--- config.mk ---
export PLATFORM = sky130hd
export DESIGN_NAME = control_bus_rtc
export DESIGN_NICKNAME = d
export VERILOG_FILES = /design/src/rtl/control_bus_rtc.sv
export SDC_FILE = /design/constraint.sdc
export NUM_CORES = 1
export LEC_CHECK = 0
export CAP_MARGIN = 0
export CORE_MARGIN = 10
export CORE_UTILIZATION = 45
export DETAILED_ROUTE_END_ITERATION = 10
export PLACE_DENSITY_LB_ADDON = 0.15
export SYNTH_ARGS = -nofsm -noshare
export SYNTH_HDL_FRONTEND = slang
export SYNTH_SLANG_ARGS = --single-unit
--- constraint.sdc ---
create_clock -name clk -period 2.01 [get_ports clk]
set_clock_uncertainty 0.15 [all_clocks]
set_input_delay 0.402 -clock clk [delete_from_list [all_inputs] [get_ports clk]]
set_output_delay 0.402 -clock clk [all_outputs]
set_load 0.03 [all_outputs]
--- src/rtl/control_bus_rtc.sv ---
// Multiplexed address/data bus sequencer for an RTC chip: address phase, then data phase, each setup/pulse/hold timed.
// Optional post-transaction guard interval is enabled by defining RTC_GUARD_EN.
module control_bus_rtc #(
    parameter int T_SETUP = 4,
    parameter int T_PULSE = 10,
    parameter int T_HOLD  = 4,
    parameter int T_GUARD = 8
) (
    input  logic       clk,
    input  logic       reset,
    input  logic       start,
    input  logic       rw,
    input  logic [7:0] dir,
    input  logic [7:0] dato_wr,
    input  logic [7:0] bus_in,
    output logic [7:0] bus_out,
    output logic       bus_oe,
    output logic       cs_n,
    output logic       ad_sel,
    output logic       wr_n,
    output logic       rd_n,
    output logic [7:0] dato_leido,
    output logic       busy,
    output logic       done
);

    if (T_SETUP < 1 || T_SETUP > 31) begin : g_bad_setup
        $error("T_SETUP out of range 1..31");
    end
    if (T_PULSE < 1 || T_PULSE > 31) begin : g_bad_pulse
        $error("T_PULSE out of range 1..31");
    end
    if (T_HOLD < 1 || T_HOLD > 31) begin : g_bad_hold
        $error("T_HOLD out of range 1..31");
    end
    if (T_GUARD < 1 || T_GUARD > 31) begin : g_bad_guard
        $error("T_GUARD out of range 1..31");
    end

    typedef enum logic [3:0] {
        IDLE,
        A_SU,
        A_PUL,
        A_HD,
        D_SU,
        D_PUL,
        D_HD,
`ifdef RTC_GUARD_EN
        GUARD,
`endif
        DONE
    } state_t;

    localparam logic [4:0] SU_LAST  = 5'(T_SETUP - 1);
    localparam logic [4:0] PUL_LAST = 5'(T_PULSE - 1);
    localparam logic [4:0] HD_LAST  = 5'(T_HOLD - 1);
`ifdef RTC_GUARD_EN
    localparam logic [4:0] GD_LAST  = 5'(T_GUARD - 1);
`endif

    state_t     state;
    state_t     state_next;
    logic [4:0] cnt;
    logic       rw_q;
    logic [7:0] dir_q;
    logic [7:0] dat_q;
    logic       capture;

    assign capture = (state == D_PUL) && (cnt == PUL_LAST) && rw_q;

    // Counter restarts whenever the state changes, so each timed state sees 0..T-1.
    always_ff @(posedge clk or posedge reset) begin
        if (reset) begin
            state      <= IDLE;
            cnt        <= '0;
            dato_leido <= '0;
        end else begin
            state <= state_next;
            cnt   <= (state_next != state) ? 5'd0 : cnt + 5'd1;
            if (capture) begin
                dato_leido <= bus_in;
            end
        end
    end

    // Transaction operands are only consumed outside IDLE, so they need no reset.
    always_ff @(posedge clk) begin
        if (state == IDLE && start) begin
            rw_q  <= rw;
            dir_q <= dir;
            dat_q <= dato_wr;
        end
    end

    always_comb begin
        state_next = state;
        case (state)
            IDLE:  if (start)             state_next = A_SU;
            A_SU:  if (cnt == SU_LAST)    state_next = A_PUL;
            A_PUL: if (cnt == PUL_LAST)   state_next = A_HD;
            A_HD:  if (cnt == HD_LAST)    state_next = D_SU;
            D_SU:  if (cnt == SU_LAST)    state_next = D_PUL;
            D_PUL: if (cnt == PUL_LAST)   state_next = D_HD;
`ifdef RTC_GUARD_EN
            D_HD:  if (cnt == HD_LAST)    state_next = GUARD;
            GUARD: if (cnt == GD_LAST)    state_next = DONE;
`else
            D_HD:  if (cnt == HD_LAST)    state_next = DONE;
`endif
            DONE:                         state_next = IDLE;
            default:                      state_next = IDLE;
        endcase
    end

    always_comb begin
        cs_n    = 1'b1;
        ad_sel  = 1'b0;
        wr_n    = 1'b1;
        rd_n    = 1'b1;
        bus_oe  = 1'b0;
        bus_out = 8'h00;
        busy    = (state != IDLE);
        done    = (state == DONE);
        case (state)
            A_SU, A_HD: begin
                cs_n    = 1'b0;
                bus_oe  = 1'b1;
                bus_out = dir_q;
            end
            A_PUL: begin
                cs_n    = 1'b0;
                wr_n    = 1'b0;
                bus_oe  = 1'b1;
                bus_out = dir_q;
            end
            D_SU, D_HD: begin
                cs_n   = 1'b0;
                ad_sel = 1'b1;
                if (!rw_q) begin
                    bus_oe  = 1'b1;
                    bus_out = dat_q;
                end
            end
            D_PUL: begin
                cs_n   = 1'b0;
                ad_sel = 1'b1;
                if (rw_q) begin
                    rd_n = 1'b0;
                end else begin
                    wr_n    = 1'b0;
                    bus_oe  = 1'b1;
                    bus_out = dat_q;
                end
            end
            default: begin
            end
        endcase
    end

endmodule
# After elaboration in Yosys (flattened, before gate mapping)
# Cells that the tools add are included.
# word_totals
regBits	34
word_cells	43
inputBits	28
output_inout_bits	23
# classes
add_sub_neg	1
n_mux	18
reduce_logical	8
n_eq_ne	10
# ops
op	n
2-to-1 mux 4 bit	7
case mux 4 bit (7 select lines)	1
== test 4 x 3 -> 1 bit (second input constant)	4
case mux 8 bit (2 select lines)	1
== test 4 x 2 -> 1 bit (second input constant)	2
2-to-1 mux 8 bit	1
OR reduction 3 bit	2
OR reduction 6 bit	1
adder 5 x 1 -> 5 bit (second input constant)	1
== test 5 x 2 -> 1 bit (second input constant)	1
== test 5 x 4 -> 1 bit (second input constant)	1
2-to-1 mux 1 bit	5
2-to-1 mux 5 bit	1
== test 4 x 1 -> 1 bit (second input constant)	1
zero test 4 bit	1
inequality test 4 bit	1
case mux 1 bit (2 select lines)	2
nonzero test 4 bit	1
logical AND 1 bit	3

# Depth between registers and ports, before layout
# depth
ltp_word	5
mapped_depth	6

# Worst setup path after synthesis
# No wires, ideal clock.
# synth_timing
path_type	flip-flop to output port
startpoint	reg state[2]
endpoint	out bus_out[0]
setup_slack_ns	-0.378
t_required_ns	1.458
path_stages_with_launch	7
arrival_ns	1.836
path_cell_list	dfrtp_1 buf_4 nand2b_1 a21oi_1 nor2b_1 buf_2 a22o_1
# synth_between
elab_chain_cells	3
word_cells_on_any_way	9
# synth_lines
element	line	source
start: declaration	61	state_t state;
start signal: assignment	78	state <= state_next;
== test 4 x 3 -> 1 bit (tied with other cells)	124	case (state)
OR reduction 3 bit (no source line)	-	
case mux 8 bit (2 select lines) *	124	
end: declaration	16	output logic [7:0] bus_out,
# Every way passes the cells marked *; elsewhere a longest branch is shown, timed or not.

# Worst setup path in the final report
# layout_timing
startpoint	reg state[1]
endpoint	out bus_out[5]
# The elaborated chain is that of the path after synthesis.

==> results_dict.tcl <==
set metrics [dict create \
    cellInternalPower_mw 1.01 \
    rsz0062_at_grt "true" \
    busiest_layer "met2" \
    clock-sinks 34 \
    crit_required_ps 1460 \
    use_met3_pct 5.63 \
    cts_tree "yes" \
    ys_ff_latch 34 \
    vias_per_cell 5.00 \
    reg2reg_setup_slack_ps -30 \
    fin_util_pct 73.7 \
    dr.pass1.iters 4 \
    finalCriticalPeriod_ps 2160 \
    grt_pass1_vias 1268 \
    postSynthCellCount 112 \
    endpoint_kind "output pin" \
    synth_ff_type "edfxtp_1" \
    ys_seq_area_share_pct 59.6 \
    core_mm2 0.00336 \
    antenna_found_initial 0 \
    hold_ws_ps 244 \
    hold_violations 0 \
    violations "setup timing" \
    status "finished with violations" \
    synthArstFlopShare_pct 50.0 \
    cellPowerDensity_mw_per_mm2 540 \
    wl_per_cell_um 17.9 \
    period_share_pct 108 \
    synth_top_area_share_pct 32.5 \
    die_x_um 79.1 \
    synth_edf_count 17 \
    worstPathArrival_ps 1610 \
    diodes 0 \
    grtUsageMet1_pct 14.7 \
    rows 21 \
    via_count 1154 \
    area_growth_syn_to_layout_pct 57.8 \
    placed_cells 212 \
    grt_max_degree 18 \
    wirelength_um 4130 \
    swShare_pct 24.7 \
    die_y_um 79.1 \
    dpl.hpwl_um 2740 \
    drive_above_1_share_pct 43.2 \
    seqPwrFrac_pct 57.6 \
    fin_ws_ps -153 \
    finalPower_mw 1.34 \
    synth_nets 142 \
    drcViolationCount 0 \
    syn_avg_cell_area_um2 14.0 \
    numCtsBuffers 5 \
    mappedNetlistArea_mm2 0.00157 \
    clk_latency_ps 330 \
    cp_max_fo 5 \
    detail-route-antenna-nets 0 \
    grt_use_met2_pct 21.0 \
    final.setup.tns_ps -1740 \
    worstHoldPathType "primary input to asynchronous set/reset pin" \
    ios 51 \
    max_cap_viol_count 0 \
    globalplace.congestion 0.813 \
    fmax_ghz 0.462 \
    nets 214 \
    cts-root-buf "clkbuf_4" \
    synth_area_leaders "edfxtp_1 33%, dfrtp_1 27%, mux2_4 7.6%" \
    setup_violations 19 \
    grt_pass1_wl_um 6310 \
    cp-start-kind "flop" \
    first_iter_violations 95 \
    yosysUniqueCellTypes 34 \
    grt.overflow.total 0 \
    r2r_start "state[1]" \
    port_buffers 50 \
    final_cells 231 \
    slew_viol_final 0 \
    crit_type "flop to output pin" \
    p_clk_share_pct 26.3 \
    grtUsageTotal_pct 12.9 \
    p_leak_nw 1.07 \
    initial_core_util_pct 46.7 \
    worstReg2RegEnd "dato_leido[4]" \
    synth_top_area_cell "edfxtp_1" \
    ir_drop_v 0.000432 \
    r2r_cells 6 \
    switchingPower_mw 0.330 \
    cts_buffer_depth 2 \
    fp.dieArea_mm2 0.00625 \
    ys_warn_count 0 \
    clkTransAtPathRegs_ps 100 \
    htreeDepth 2 \
    p_comb_share_pct 16.1 \
]
[through the flow]
stage	instance area [um2]	worst slack, ps
finish	2480	-153
global route	2480	-205
CTS	2410	-132
detailed placement	2170	41.2
global placement	2170	53.4
floorplan	1590	-3.90
[state kept, by name, summed over array words and instances (netlist names)]
signal / count
cnt: 5
dat_q: 8
dato_leido: 8
dir_q: 8
rw_q: 1
state: 4
[worst max-delay path, cell delays in order (launching register included)]
cell     delay (ps)
dfrtp_1         420
buf_4           160
nor2_4           90
nor3_4           60
buf_6           140
a22o_2          270
buf_6           140
[routing by layer]
metal / part of all wire, % / wire, um
met1: 39 / 1610
met2: 52 / 2170
met3: 6.9 / 284
met4: 1.8 / 76
met5: 0 / 0
[how the worst max path moves through the flow]
stage | endpoint | cells after the start | slack (ps) | startpoint
after CTS | bus_oe | 6 | -130 | state[1]
after detailed placement | cs_n | 4 | 40 | state[0]
after floorplan | bus_out[0] | 6 | -4 | state[2]
after global placement | dato_leido[3] | 5 | 50 | state[1]
after global routing | bus_out[5] | 6 | -200 | state[1]
final | bus_out[5] | 6 | -150 | state[1]
[cell type report]
class	count	area, um2
clock inverters	2	8.76
inverters	2	7.51
fillers	237	886
repair buffers	70	698
flip-flops and latches	34	938
well taps	46	57.6
multi-input cells	71	726
clock buffers	6	41.3
[power by group through the flow]
stage / Clock [mW] / Combinational, mW / Sequential, mW
after floorplan: 0 / 0.0862 / 0.777
after global placement: 0 / 0.175 / 0.779
after detailed placement: 0 / 0.180 / 0.780
after CTS: 0.358 / 0.203 / 0.769
after global routing: 0.398 / 0.229 / 0.772
final: 0.351 / 0.215 / 0.770
[repair_timing]
item                                    CTS  global route
cloned                                    1             0
setup buffers                             6             4
endpoints found under the setup margin   12            21
hold buffers                              0             0
pin swaps                                 4             2
resized for setup                        40             9
hold endpoints to repair                  0             0
[cell usage after synthesis (2+ instances only)]
library cell	count
a21oi_1	4
nand2b_1	3
buf_2	3
nand3_1	3
nor2b_1	3
dfrtp_1	17
ha_1	2
nand2_1	5
a22o_1	8
nor2_1	9
inv_1	2
nor3_2	6
mux2_4	8
edfxtp_1	17
xor2_1	3
[cell families (layout without fill, tap and decap cells)]
| family | count (synthesis) | in the layout | share of synthesized area (%) |
|---|---|---|---|
| AOI/OAI and AO/OA | 17 | 17 | 8.53 |
| xor gates and xnor gates | 4 | 4 | 2.23 |
| adders and majority gates | 2 | 2 | 1.59 |
| buffers and inverters | 7 | 80 | 2.15 |
| DFF | 34 | 34 | 59.6 |
| muxes | 9 | 9 | 8.29 |
| other | 1 | 1 | 0.239 |
| and+or+nand+nor | 38 | 38 | 17.4 |
[placed cells by master (no fill, tap or decap), types with 4 or more instances in the layout]
master / synthesis / final
nor3_2: 6 / 5
clkdlybuf4s50_1: 0 / 35
nor2_1: 9 / 5
a22o_4: 0 / 7
buf_4: 1 / 14
dfrtp_1: 17 / 15
edfxtp_1: 17 / 17
nand2_1: 5 / 4
clkbuf_4: 0 / 5
mux2_4: 8 / 8
buf_6: 0 / 18
(Power assumes the default switching activity.)
